`src/rtl/hex_display_scanner_pkg.sv`:
```
// Shared types and constants for the two-digit hex display scanner.
package hex_display_pkg;

  // Scan sequence: dead-time before each digit suppresses ghosting.
  typedef enum logic [1:0] {
    BLANK0 = 2'd0,
    DIG0   = 2'd1,
    BLANK1 = 2'd2,
    DIG1   = 2'd3
  } scan_state_t;

  localparam logic [6:0] SEG_OFF    = 7'h7F;
  localparam logic [1:0] ANODES_OFF = 2'b11;

  // Active-low glyphs, bit order {g,f,e,d,c,b,a}; entry 0 is the rightmost.
  localparam logic [15:0][6:0] GLYPHS = {
    7'h0E, 7'h06, 7'h21, 7'h46, 7'h03, 7'h08, 7'h10, 7'h00,
    7'h78, 7'h02, 7'h12, 7'h19, 7'h30, 7'h24, 7'h79, 7'h40
  };

endpackage

```
`src/rtl/hex_display_scanner_if.sv`:
```
// Display-side bundle: nibble inputs, scan control and the multiplexed outputs.
// No valid/ready handshake here: the nibbles are level inputs sampled only at
// the frame latch edge, and frameTick is a one-cycle strobe the cycle after it.
interface hex_display_scanner_if;
  import hex_display_pkg::*;

  logic        enable;
  logic [3:0]  topNibble;
  logic [3:0]  botNibble;
  logic [6:0]  segments;
  logic [1:0]  anodes;
  logic        frameTick;

  // Observability of the scan FSM and the latched digit pair.
  scan_state_t dbg_state;
  logic [3:0]  dbg_top;
  logic [3:0]  dbg_bot;

  modport master (
    output enable, topNibble, botNibble,
    input  segments, anodes, frameTick, dbg_state, dbg_top, dbg_bot
  );

  modport slave (
    input  enable, topNibble, botNibble,
    output segments, anodes, frameTick, dbg_state, dbg_top, dbg_bot
  );
endinterface

```
`src/rtl/hex_display_scanner_seg.sv`:
```
// Combinational hex-to-seven-segment glyph lookup (active-low segments).
module hex_to_seven_seg
  import hex_display_pkg::*;
(
  input  logic [3:0] value,
  output logic [6:0] seg
);

  // Straight table lookup; every 4-bit code has a glyph.
  always_comb begin
    seg = GLYPHS[value];
  end

endmodule

```
`src/rtl/hex_display_scanner.sv`:
```
// Two-digit multiplexed common-anode hex display driver with dead-time and
// per-frame latching of the displayed nibbles.
module hex_display_scanner
  import hex_display_pkg::*;
#(
  parameter int DIGIT_CYCLES       = 50000,
  parameter int BLANK_CYCLES       = 500,
  parameter int BLANK_LEADING_ZERO = 0
) (
  input  logic                  clk,
  input  logic                  reset,
  hex_display_scanner_if.slave  bus
);

  localparam int MAX_CYCLES = (DIGIT_CYCLES > BLANK_CYCLES) ? DIGIT_CYCLES : BLANK_CYCLES;
  localparam int CW         = (MAX_CYCLES > 1) ? $clog2(MAX_CYCLES) : 1;
  localparam logic [CW-1:0] DIG_LAST = CW'(DIGIT_CYCLES - 1);
  localparam logic [CW-1:0] BLK_LAST = CW'(BLANK_CYCLES - 1);
  localparam bit            LZ_BLANK = (BLANK_LEADING_ZERO != 0);

  scan_state_t   state, state_n;
  logic [CW-1:0] cnt, cnt_n, dwell_last;
  logic          latch;
  logic [3:0]    top_q, bot_q, top_nx, bot_nx, glyph_in;
  logic [6:0]    glyph, seg_n;
  logic [1:0]    an_n;
  logic [6:0]    seg_q;
  logic [1:0]    an_q;
  logic          tick_q;

  // Next-state and dwell counting; disable parks the scan in BLANK0.
  always_comb begin
    state_n    = state;
    cnt_n      = cnt + CW'(1);
    latch      = 1'b0;
    dwell_last = (state == DIG0 || state == DIG1) ? DIG_LAST : BLK_LAST;
    if (!bus.enable) begin
      state_n = BLANK0;
      cnt_n   = '0;
    end else if (cnt == dwell_last) begin
      cnt_n = '0;
      latch = (state == BLANK0);
      case (state)
        BLANK0:  state_n = DIG0;
        DIG0:    state_n = BLANK1;
        BLANK1:  state_n = DIG1;
        default: state_n = BLANK0;
      endcase
    end
  end

  // Values the latch registers will hold after this edge, so the first DIG0
  // cycle already shows the freshly captured nibble.
  always_comb begin
    top_nx   = latch ? bus.topNibble : top_q;
    bot_nx   = latch ? bus.botNibble : bot_q;
    glyph_in = (state_n == DIG1) ? top_nx : bot_nx;
  end

  hex_to_seven_seg u_seg (
    .value (glyph_in),
    .seg   (glyph)
  );

  // Output decode from the next state so pins move with the state register.
  always_comb begin
    seg_n = SEG_OFF;
    an_n  = ANODES_OFF;
    case (state_n)
      DIG0: begin
        an_n  = 2'b10;
        seg_n = glyph;
      end
      DIG1: begin
        if (!(LZ_BLANK && top_nx == 4'd0)) begin
          an_n  = 2'b01;
          seg_n = glyph;
        end
      end
      default: ;
    endcase
  end

  // State, counter, latched nibbles and registered outputs.
  always_ff @(posedge clk) begin
    if (reset) begin
      state  <= BLANK0;
      cnt    <= '0;
      top_q  <= 4'd0;
      bot_q  <= 4'd0;
      seg_q  <= SEG_OFF;
      an_q   <= ANODES_OFF;
      tick_q <= 1'b0;
    end else begin
      state  <= state_n;
      cnt    <= cnt_n;
      top_q  <= top_nx;
      bot_q  <= bot_nx;
      seg_q  <= seg_n;
      an_q   <= an_n;
      tick_q <= latch;
    end
  end

  assign bus.segments  = seg_q;
  assign bus.anodes    = an_q;
  assign bus.frameTick = tick_q;
  assign bus.dbg_state = state;
  assign bus.dbg_top   = top_q;
  assign bus.dbg_bot   = bot_q;

endmodule

```
`src/flat_wrapper.sv`:
```
// flat-port wrapper written by rule: the top's interface ports become plain ports
module hex_display_scanner_flat import hex_display_pkg::*;
#(
  parameter int DIGIT_CYCLES       = 50000,
  parameter int BLANK_CYCLES       = 500,
  parameter int BLANK_LEADING_ZERO = 0
)
  (clk, reset, bus_enable, bus_topNibble, bus_botNibble, bus_segments, bus_anodes, bus_frameTick, bus_dbg_state, bus_dbg_top, bus_dbg_bot);
  hex_display_scanner_if bus_i ();
  input  logic clk;
  input  logic reset;
  input wire logic [$bits(bus_i.enable)-1:0] bus_enable;
  input wire logic [$bits(bus_i.topNibble)-1:0] bus_topNibble;
  input wire logic [$bits(bus_i.botNibble)-1:0] bus_botNibble;
  output wire logic [$bits(bus_i.segments)-1:0] bus_segments;
  output wire logic [$bits(bus_i.anodes)-1:0] bus_anodes;
  output wire logic [$bits(bus_i.frameTick)-1:0] bus_frameTick;
  output wire logic [$bits(bus_i.dbg_state)-1:0] bus_dbg_state;
  output wire logic [$bits(bus_i.dbg_top)-1:0] bus_dbg_top;
  output wire logic [$bits(bus_i.dbg_bot)-1:0] bus_dbg_bot;
  assign bus_i.enable = bus_enable;
  assign bus_i.topNibble = bus_topNibble;
  assign bus_i.botNibble = bus_botNibble;
  assign bus_segments = bus_i.segments;
  assign bus_anodes = bus_i.anodes;
  assign bus_frameTick = bus_i.frameTick;
  assign bus_dbg_state = bus_i.dbg_state;
  assign bus_dbg_top = bus_i.dbg_top;
  assign bus_dbg_bot = bus_i.dbg_bot;
  hex_display_scanner #(.DIGIT_CYCLES(DIGIT_CYCLES), .BLANK_CYCLES(BLANK_CYCLES), .BLANK_LEADING_ZERO(BLANK_LEADING_ZERO)) u_core (.clk(clk), .reset(reset), .bus(bus_i));
endmodule
```
`config.mk`:
```
export PLATFORM = sky130hd
export DESIGN_NAME = hex_display_scanner_flat
export DESIGN_NICKNAME = d
export VERILOG_FILES = /design/src/rtl/hex_display_scanner_pkg.sv /design/src/rtl/hex_display_scanner_if.sv /design/src/rtl/hex_display_scanner_seg.sv /design/src/rtl/hex_display_scanner.sv /design/src/flat_wrapper.sv
export SDC_FILE = /design/constraint.sdc
export NUM_CORES = 1
export LEC_CHECK = 0
export ABC_AREA = 1
export BUFFER_PORTS_ARGS = -buffer_cell sky130_fd_sc_hd__buf_2
export CORE_ASPECT_RATIO = 0.75
export CORE_MARGIN = 2
export CORE_UTILIZATION = 38
export CTS_BUF_LIST = sky130_fd_sc_hd__clkbuf_8 sky130_fd_sc_hd__clkbuf_16
export CTS_CLUSTER_SIZE = 12
export DETAILED_ROUTE_END_ITERATION = 8
export GPL_ROUTABILITY_DRIVEN = 0
export HOLD_SLACK_MARGIN = 0.1
export PLACE_DENSITY_LB_ADDON = 0.25
export SLEW_MARGIN = 0
export SYNTH_ARGS = -nofsm -noshare
export SYNTH_HDL_FRONTEND = slang
export SYNTH_SLANG_ARGS = --single-unit
```
`constraint.sdc`:
```
create_clock -name clk -period 6.2 [get_ports clk]
set_input_delay 1.24 -clock clk [delete_from_list [all_inputs] [get_ports clk]]
set_output_delay 1.24 -clock clk [all_outputs]
set_load 0.05 [all_outputs]
```
==> flow_summary.ini, run 1 <==
[logic_synthesis]
synth_edf_count = 0
postSynthRegisterBits = 36
yosysSeqAreaShare_pct = 37.9
compound_gate_portion_of_the_synthesized_area_pct = 5.79
synthArstFlopShare_pct = 0
combinational_family_with_the_most_area_after_synthesis = simple AND/OR/NAND/NOR gates
netlist_top_cells_count = sky130_fd_sc_hd__nand2_1, sky130_fd_sc_hd__nor2_1, sky130_fd_sc_hd__dfxtp_1
synth_area_per_cell_um2 = 7.02
syn_nets = 293
synthesis.yosys.warnings = 0
syn_area_um2 = 1900
top_count_cell_post_synth = sky130_fd_sc_hd__nand2_1
postSynthCellCount = 271
synthesized_area_fraction_occupied_by_and_or_nand_nor_cells_pct = 39.9
multiplexer_fraction_of_the_synthesized_cell_area_pct = 0
postSynth.topFlopCell = sky130_fd_sc_hd__dfxtp_1
synth_top_area_share_pct = 37.9
synth_top_cell_by_area = sky130_fd_sc_hd__dfxtp_1
synth-xor-area-share_pct = 0.921
netlist-cell-type-count = 32
yosys-top-cells-area = sky130_fd_sc_hd__dfxtp_1, sky130_fd_sc_hd__nand2_1, sky130_fd_sc_hd__nor2_1, sky130_fd_sc_hd__ha_1, sky130_fd_sc_hd__inv_1
post_synthesis_share_of_cell_area_spent_on_full_adders_half_adders_and_majority_gates_pct = 7.24

[min_path]
hold_path_class = flop to flop
hold_path_startpoint = u_core.cnt[0]
hold_end = u_core.cnt[0]
hold-path-cell-count = 1

[clock_tree]
clockBufferDepth = 2
cts_root_buf = sky130_fd_sc_hd__clkbuf_8
clkLatencyLatePin_ns = 0.29
postCtsHoldBufs = 0
cts_htree_levels = 2
cts.clk_slew.worst_paths_ns = 0.07
total_clock_sinks = 36
cts_inserted_buffers = 5
cells_resized_by_post_cts_repair = 0
post-cts-setup-buffers = 0
cts_tree = yes

[global_route]
gr-total-overflow = 0
pin_count_of_the_biggest_net_entering_global_routing = 17
aggregate_global_route_resource_usage_pct = 15.1
number_of_antenna_violations_at_the_first_check_in_global_routing = 0
vias_in_the_first_global_route = 1534
grt_first_pass_wirelength_um = 6820

[worst_setup_path]
timing.critical_path.required_ns = 6.37
arrival_time_worst_endpoint_ns = 2.90
rrSetupSlack_ns = 3.50
timing.rr.end = u_core.bus.segments[3]
critPathMaxFanout = 6
cp-end-kind = flop
critical-path-slowest-cell = sky130_fd_sc_hd__nand4_1
start_kind = input port
criticalPathCategory = input port to flop
cp_cell_sequence = buf_2 -> nand2_1 -> inv_1 -> nand4_1 -> nand2_1 -> nand2_1 -> inv_1 -> nand2_1 -> nand2_2 -> inv_1 -> ha_1 -> inv_1 -> nand3_1 -> nand3_1 -> nand3_1
crit_family = simple AND/OR/NAND/NOR gates
ff2ff_path_depth = 17
r2r_start = u_core.bus.dbg_state[1]
crit_path_max_incr_delay_ns = 0.27
cp_num_buf_inv = 5

[pwr]
fin_total_pwr_uw = 447
power.density_cell_area_nw_per_um2 = 200
leak_uw = 0.000992
peakVddDrop_v = 0.000161

[final_layout]
layout.nets = 328
area_growth_syn_to_layout_pct = 17.3
insertedDiodeCount = 0
drive_gt1_share_pct = 19.2

[die]
area_of_the_core_um2 = 4840
floorplan.die.height_um = 65.3
initial_core_utilization_pct = 39.3
ioPinCount = 31
rows = 22
die_w_um = 85.7
fp.dieArea_um2 = 5590

[timing]
max_clock_freq_mhz = 367
final_period_minus_worst_setup_slack_ns = 2.73
timing.slew.headroom_pct = 57.2
grt_setup_unrepaired = no
timing.final.hold_violations = 0
maxSlewViolCount = 0
tns_ns = 0
clock_skew_after_layout_ns = 0.00852
worst_slew_pin_slew_ns = 0.640
fin_crit_sh_pct = 44.0
timing.final.ws_setup_ns = 3.47
setup_viol = 0

[drt]
detail_route.first_pass.iterations = 4
num_vias = 1689
wl_per_cell_um = 10.7
finalWirelength_um = 3940
drt_iter0_markers = 70
vias_per_cell = 4.60
postRouteAntennaNets = 0
post_route_drc = 0

[outcome]
status = finished clean

[placed_design]
place_hpwl_um = 3010
dp_slack_ns = 3.18
io_port_bufs = 30

[flow_run]
drv_cap = 0
-- report_power, final --
part	switching, uW	leakage, uW	internal (uW)
clock	86.1	0.0000541	119
sequential	0.587	0.000291	232
combinational	5.81	0.000647	3.39
-- registers in the layout, summed over array words and instances, names as in the netlist --
register,cells
u_core.cnt,16
u_core.bus.anodes,2
u_core.bus.segments,7
u_core.bus.dbg_top,4
u_core.bus.dbg_bot,4
u_core.bus.dbg_state,2
u_core.bus.frameTick,1
-- layout make-up --
class / count / area [um^2]
well taps: 60 / 75.1
clock buffers: 5 / 68.8
multi-input cells: 194 / 1020
flip-flops and latches: 36 / 721
clock inverters: 3 / 42.5
fillers: 499 / 2610
inverters: 39 / 149
repair buffers: 30 / 150
-- stage by stage --
step / util, % / std cells / hold slack [ns] / cell area [um^2]
2_1_floorplan: - / 271 / 0.430 / 1900
3_3_place_gp: 43.8 / 359 / 0.449 / 2120
3_5_place_dp: 43.8 / 359 / 0.461 / 2120
4_1_cts: 46.0 / 367 / 0.475 / 2230
5_1_grt: 46.0 / 367 / 0.489 / 2230
6_report: 46.0 / 367 / 0.469 / 2230
-- placed cells by master (no fill, tap or decap), drive strengths merged --
master    Yosys  layout
nand2        80      80
nor2         43      43
inv          38      38
dfxtp        36      36
buf           0      30
nand3        20      20
ha           11      11
a21oi         9       9
o21ai         7       7
nand4         6       6
clkbuf        2       5
or2           4       4
nor3          3       3
nor3b         3       3
clkinv        1       2
o21a          1       1
and3          1       1
nor4          1       1
a211oi        1       1
o21bai        1       1
xor2          1       1
xnor2         1       1
o211ai        1       1
bufinv        0       1
clkinvlp      0       1
-- cell families (layout without fill, tap and decap cells) --
kind of cell	after synthesis	in the layout
AOI/OAI and AO/OA	20	20
xor gates and xnor gates	2	2
and+or+nand+nor	161	161
buffers and inverters	41	77
DFF	36	36
adders and majority gates	11	11
-- routing by layer --
metal | vias to the layer above | part of all wire (%) | GRT usage [%]
met1 | 732 | 56 | 23.2
met5 | - | 0 | 0
met3 | 2 | 5.3 | 3.89
met4 | 0 | 0.63 | 2.98
li1 | 918 | - | -
met2 | 37 | 38 | 21.0
-- how the worst max path moves through the flow --
stage                                  from                      to  cells after the start
global route        u_core.bus.dbg_state[1]  u_core.bus.segments[3]                     17
floorplan           u_core.bus.dbg_state[1]  u_core.bus.segments[1]                     16
CTS                              bus_enable  u_core.bus.segments[0]                     15
detailed placement               bus_enable  u_core.bus.segments[0]                     15
global placement                 bus_enable  u_core.bus.segments[0]                     15
finish                           bus_enable  u_core.bus.segments[0]                     15
(Power assumes the default switching activity.)
==> run 2, diff against run 1 <==
==> constraint.sdc (replaced) <==
create_clock -name clk -period 2.73 [get_ports clk]
set_input_delay 0.546 -clock clk [delete_from_list [all_inputs] [get_ports clk]]
set_output_delay 0.546 -clock clk [all_outputs]
set_load 0.05 [all_outputs]
==> flow_summary.ini, run 2 (synthesized netlist as in run 1, its figures left out) <==
[final_layout]
final_cell_area_um2 = 2320
number_of_cells_in_the_finished_layout_apart_from_fillers = 377
insertedDiodeCount = 0
mostFrequentLayoutCells = sky130_fd_sc_hd__nand2_1, sky130_fd_sc_hd__nor2_1, sky130_fd_sc_hd__inv_1
max_ffs_per_register = 16
fillers = 501
largest_register = u_core.cnt
area_growth_syn_to_layout_pct = 21.8
drive_gt1_share_pct = 24.0
layout.nets = 339
commonest_non_fill_non_tap_cell_in_the_layout = sky130_fd_sc_hd__nand2_1

[pwr]
peakVddDrop_v = 0.000216
fin_total_pwr_uw = 956
leak_uw = 0.00104
power.density_cell_area_nw_per_um2 = 413

[timing]
timing.final.hold_violations = 0
maxSlewViolCount = 0
clock_skew_after_layout_ns = 0.00556
max_clock_freq_mhz = 395
timing.slew.headroom_pct = 58.2
fin_crit_sh_pct = 92.8
setup_viol = 0
worst_slew_pin_slew_ns = 0.625
final_period_minus_worst_setup_slack_ns = 2.53
timing.final.ws_setup_ns = 0.196

[worst_setup_path]
timing.rr.end = u_core.bus.segments[0]
startpoint = u_core.bus.dbg_state[1]
crit_path_max_incr_delay_ns = 0.34
criticalPathCategory = flop to flop
rrSetupSlack_ns = 0.20
ff2ff_path_depth = 20
start_kind = flop
cp_cell_sequence = inv_1 -> ha_2 -> nor2_1 -> nor2_1 -> nand3_1 -> nand2_2 -> nand3_4 -> nand2_1 -> nand2_1 -> nor2_4 -> nand2_4 -> clkinv_1 -> nand2_1 -> nand2_4 -> inv_1 -> ha_1 -> inv_1 -> nand3_1 -> nand3_1 -> nand3_1
timing.critical_path.required_ns = 2.90
critPathMaxFanout = 6
cp-end-kind = flop
cp_num_buf_inv = 4
critical-path-slowest-cell = sky130_fd_sc_hd__dfxtp_2
timing.critical_path.mode_cell = sky130_fd_sc_hd__nand3_1
arrival_time_worst_endpoint_ns = 2.71
crit_family = simple AND/OR/NAND/NOR gates
r2r_start = u_core.bus.dbg_state[1]

[die]
die_w_um = 85.7
floorplan.die.height_um = 65.3
rows = 22
fp.dieArea_um2 = 5590
initial_core_utilization_pct = 39.3
ioPinCount = 31
area_of_the_core_um2 = 4840

[clock_tree]
cts_inserted_buffers = 5
cts_root_buf = sky130_fd_sc_hd__clkbuf_8
cts.clk_slew.worst_paths_ns = 0.07
cts_tree = yes
cts_htree_levels = 2
total_clock_sinks = 36
clkLatencyLatePin_ns = 0.28
postCtsHoldBufs = 0
clockBufferDepth = 2

[outcome]
status = finished clean

[min_path]
hold_path_class = flop to flop
hold-path-cell-count = 1
hold_path_startpoint = u_core.cnt[0]
hold_end = u_core.cnt[0]

[drt]
wl_per_cell_um = 11.1
post_route_drc = 0
vias_per_cell = 4.60
detail_route.first_pass.iterations = 4
postRouteAntennaNets = 0
num_vias = 1736
drt_iter0_markers = 105
finalWirelength_um = 4190

[global_route]
grt_first_pass_wirelength_um = 7070
vias_in_the_first_global_route = 1599
aggregate_global_route_resource_usage_pct = 16.0
gr-total-overflow = 0
pin_count_of_the_biggest_net_entering_global_routing = 17
number_of_antenna_violations_at_the_first_check_in_global_routing = 0

[placed_design]
place_hpwl_um = 3080
post-place-cells = 362
io_port_bufs = 30
post_dp_cell_area_um2 = 2140
dp_slack_ns = 0.148

[flow_run]
drv_cap = 0
## run 2: final cells by class
cell class,count,area (um^2),area share (%)
Tap cell,60,75.1,3.24
Inverter,39,149,6.43
Multi-Input combinational cell,195,1050,45.4
Clock buffer,7,96.3,4.16
Sequential cell,36,723,31.2
Timing Repair Buffer,40,223,9.61
## run 2: how the worst max path moves through the flow
stage	to	slack [ns]	cells after the start
6_report	u_core.bus.segments[0]	0.20	20
5_1_grt	u_core.bus.segments[3]	-0.06	20
4_1_cts	u_core.bus.segments[3]	0.13	18
3_5_place_dp	u_core.bus.segments[3]	0.15	18
3_3_place_gp	u_core.bus.segments[3]	0.15	18
2_1_floorplan	u_core.bus.segments[1]	0.06	16
## run 2: per-layer routing
| metal | part of all wire (%) | vias up | track usage [%] |
|---|---|---|---|
| li1 | - | 939 | - |
| met1 | 55 | 753 | 23.2 |
| met2 | 38 | 37 | 22.9 |
| met3 | 4.8 | 7 | 4.15 |
| met4 | 1.7 | 0 | 4.96 |
| met5 | 0 | - | 0 |
## run 2: timing repair
action / 4_1_cts / 5_1_grt
resized for setup: 0 / 7
setup buffers: 0 / 7
setup endpoints to repair: 0 / 7
## run 2: where the power goes
part | switching (uW) | internal, uW | leakage [uW] | total, uW
logic | 12.7 | 7.81 | 0.000696 | 20.5
clock network | 183 | 225 | 0.0000503 | 408
registers | 1.19 | 526 | 0.000292 | 527
## run 2: worst reg2reg max path: stages, from the launching register on
cell and delay, ns:
sky130_fd_sc_hd__dfxtp_2 0.34, sky130_fd_sc_hd__inv_1 0.09, sky130_fd_sc_hd__ha_2 0.18, sky130_fd_sc_hd__nor2_1 0.04
sky130_fd_sc_hd__nor2_1 0.10, sky130_fd_sc_hd__nand3_1 0.10, sky130_fd_sc_hd__nand2_2 0.13, sky130_fd_sc_hd__nand3_4 0.12
sky130_fd_sc_hd__nand2_1 0.08, sky130_fd_sc_hd__nand2_1 0.09, sky130_fd_sc_hd__nor2_4 0.22, sky130_fd_sc_hd__nand2_4 0.10
sky130_fd_sc_hd__clkinv_1 0.07, sky130_fd_sc_hd__nand2_1 0.09, sky130_fd_sc_hd__nand2_4 0.11, sky130_fd_sc_hd__inv_1 0.08
sky130_fd_sc_hd__ha_1 0.22, sky130_fd_sc_hd__inv_1 0.06, sky130_fd_sc_hd__nand3_1 0.07, sky130_fd_sc_hd__nand3_1 0.08
sky130_fd_sc_hd__nand3_1 0.07
## run 2: per-stage QoR
step | util [%] | hold WS (ns) | setup TNS (ns)
floorplan | - | 0.430 | 0
global placement | 44.2 | 0.446 | 0
detailed placement | 44.2 | 0.454 | 0
CTS | 46.2 | 0.470 | 0
global route | 47.8 | 0.480 | -0.114
finish | 47.8 | 0.471 | 0
==> run 3, diff against run 2 <==
--- a/config.mk
+++ b/config.mk
@@ -13,10 +13,10 @@
 export CTS_BUF_LIST = sky130_fd_sc_hd__clkbuf_8 sky130_fd_sc_hd__clkbuf_16
 export CTS_CLUSTER_SIZE = 12
 export DETAILED_ROUTE_END_ITERATION = 8
-export GPL_ROUTABILITY_DRIVEN = 0
 export HOLD_SLACK_MARGIN = 0.1
 export PLACE_DENSITY_LB_ADDON = 0.25
 export SLEW_MARGIN = 0
 export SYNTH_ARGS = -nofsm -noshare
 export SYNTH_HDL_FRONTEND = slang
+export SYNTH_HIERARCHICAL = 1
 export SYNTH_SLANG_ARGS = --single-unit
==> flow_summary.ini, run 3 <==
[pwr]
peakVddDrop_v = 0.000300
leak_uw = 0.000993
power.density_cell_area_nw_per_um2 = 390
fin_total_pwr_uw = 926

[die]
ioPinCount = 31
fp.dieArea_um2 = 5860
floorplan.die.height_um = 66.8
area_of_the_core_um2 = 4980
initial_core_utilization_pct = 40.1
rows = 22
die_w_um = 87.8

[global_route]
top_usage_layer = met1
number_of_antenna_violations_at_the_first_check_in_global_routing = 0
aggregate_global_route_resource_usage_pct = 16.0
grt_use_met1_pct = 25.3
gr-total-overflow = 0
grt_first_pass_wirelength_um = 7290
pin_count_of_the_biggest_net_entering_global_routing = 17
global_route.usage.met3_pct = 4.34
use_met2_pct = 20.7
vias_in_the_first_global_route = 1586

[worst_setup_path]
critPathMaxFanout = 8
timing.critical_path.required_ns = 2.89
cp-end-kind = flop
criticalPathCategory = flop to flop
arrival_time_worst_endpoint_ns = 2.62
start_kind = flop

[clock_tree]
cts_root_buf = sky130_fd_sc_hd__clkbuf_8
clockBufferDepth = 2
total_clock_sinks = 36
cts_tree = yes
clkLatencyLatePin_ns = 0.28
cts.clk_slew.worst_paths_ns = 0.07
cts_inserted_buffers = 5
cts_htree_levels = 2

[outcome]
status = finished clean

[drt]
drt_iter0_markers = 70
post_route_drc = 0
vias_per_cell = 4.63
detail_route.first_pass.iterations = 4
num_vias = 1827
postRouteAntennaNets = 0
finalWirelength_um = 4420
wl_per_cell_um = 11.2

[final_layout]
drive_gt1_share_pct = 25.1
largest_register = u_core/cnt
mostFrequentLayoutCells = sky130_fd_sc_hd__nand2_1, sky130_fd_sc_hd__dfxtp_1, sky130_fd_sc_hd__inv_1, sky130_fd_sc_hd__buf_2, sky130_fd_sc_hd__nand3_1
layout.nets = 343
max_ffs_per_register = 16
number_of_cells_in_the_finished_layout_apart_from_fillers = 395
commonest_non_fill_non_tap_cell_in_the_layout = sky130_fd_sc_hd__nand2_1
area_growth_syn_to_layout_pct = 18.8
insertedDiodeCount = 0

[logic_synthesis]
synth_top_area_share_pct = 36.0
synth_top_cell_by_area = sky130_fd_sc_hd__dfxtp_1
synth_edf_count = 0
postSynthCellCount = 285
top_count_cell_post_synth = sky130_fd_sc_hd__nand2_1
netlist-cell-type-count = 33
postSynthRegisterBits = 36
postSynth.topFlopCell = sky130_fd_sc_hd__dfxtp_1
netlist_top_cells_count = sky130_fd_sc_hd__nand2_1, sky130_fd_sc_hd__dfxtp_1, sky130_fd_sc_hd__inv_1
yosys-top-cells-area = sky130_fd_sc_hd__dfxtp_1, sky130_fd_sc_hd__nand2_1, sky130_fd_sc_hd__ha_1, sky130_fd_sc_hd__inv_1, sky130_fd_sc_hd__nand3_1
syn_nets = 306
syn_area_um2 = 2000
yosysSeqAreaShare_pct = 36.0
synthesis.yosys.warnings = 6
synth_area_per_cell_um2 = 7.02
synthArstFlopShare_pct = 0

[timing]
tns_ns = 0
max_clock_freq_mhz = 406
timing.final.hold_violations = 0
setup_viol = 0
worst_slew_pin_slew_ns = 0.431
clock_skew_after_layout_ns = 0.00513
final_period_minus_worst_setup_slack_ns = 2.46
timing.slew.headroom_pct = 71.0
maxSlewViolCount = 0
timing.final.ws_setup_ns = 0.270
grt_setup_unrepaired = no
fin_crit_sh_pct = 90.1

[placed_design]
io_port_bufs = 30
place_hpwl_um = 3290
dp_slack_ns = 0.182
post-place-cells = 382
globalplace.congestion = 0.854

[min_path]
hold_path_class = flop to flop

[flow_run]
drv_cap = 0
==> run 3: report_power, final <==
part | switching (uW) | leakage, uW | internal [uW]
sequential | 1.58 | 0.000292 | 527
combinational | 14.3 | 0.000647 | 7.57
clock | 178 | 0.0000538 | 198
==> run 3: through the flow <==
stage / hold slack (ns) / utilization (%) / area, um^2
6_report: 0.442 / 47.7 / 2380
5_1_grt: 0.466 / 47.7 / 2380
4_1_cts: 0.454 / 46.1 / 2300
3_5_place_dp: 0.438 / 44.3 / 2210
3_3_place_gp: 0.432 / 44.3 / 2210
2_1_floorplan: 0.418 / - / 2000
==> run 3: critical path, stage by stage (launching register included) <==
cell and delay [ns]:
sky130_fd_sc_hd__dfxtp_1 0.39, sky130_fd_sc_hd__nor2_1 0.22, sky130_fd_sc_hd__nand2_1 0.09, sky130_fd_sc_hd__nor2_2 0.10, sky130_fd_sc_hd__nand3_2 0.14, sky130_fd_sc_hd__nor2_8 0.18, sky130_fd_sc_hd__buf_4 0.16, sky130_fd_sc_hd__nand4_1 0.10
sky130_fd_sc_hd__nand2_1 0.11, sky130_fd_sc_hd__nand2_1 0.08, sky130_fd_sc_hd__nand2_2 0.12, sky130_fd_sc_hd__inv_2 0.08, sky130_fd_sc_hd__ha_1 0.30, sky130_fd_sc_hd__nand2_1 0.06, sky130_fd_sc_hd__nand3_1 0.08, sky130_fd_sc_hd__nand2_1 0.05
sky130_fd_sc_hd__inv_1 0.04, sky130_fd_sc_hd__nand2_1 0.04
==> run 3: cells by family (layout without fill, tap and decap cells) <==
logic type / count (synthesis) / in the layout / synth area share, %
buf+inv: 42 / 80 / 9.26
fa+ha+maj: 10 / 10 / 6.26
flops: 36 / 36 / 36.0
compound gates: 28 / 28 / 7.82
xor+xnor: 2 / 2 / 0.876
simple gates: 167 / 167 / 39.7
==> run 3: cell type report <==
class | instances | area, um^2
fill | 490 | 2610
clock inverter | 2 | 7.51
inverter | 34 | 128
timing repair buffer | 38 | 210
sequential | 36 | 726
multi-input combinational | 207 | 1130
tap | 72 | 90.1
clock buffer | 6 | 82.6
==> run 3: worst paths after layout <==
kind	to	depth (start not counted)	from	slack (ns)
setup / recovery	u_core/bus.segments[3]	17	u_core/cnt[11]	0.27
hold reg to reg	u_core/cnt[0]	1	u_core/cnt[0]	0.44
hold / removal	u_core/cnt[0]	1	u_core/cnt[0]	0.44
setup reg to reg	u_core/bus.segments[3]	17	u_core/cnt[11]	0.27
==> run 3: per-layer routing <==
layer	vias to the layer above	routed length [um]
li1	984	-
met1	794	2420
met2	45	1660
met3	4	311
met4	0	19
met5	-	0
==> run 3: repair_timing <==
| action | in CTS | in global routing |
|---|---|---|
| gates resized for setup | 0 | 16 |
| hold buffers | 0 | 0 |
| buffers inserted | 0 | 5 |
| setup endpoints to repair | 0 | 7 |
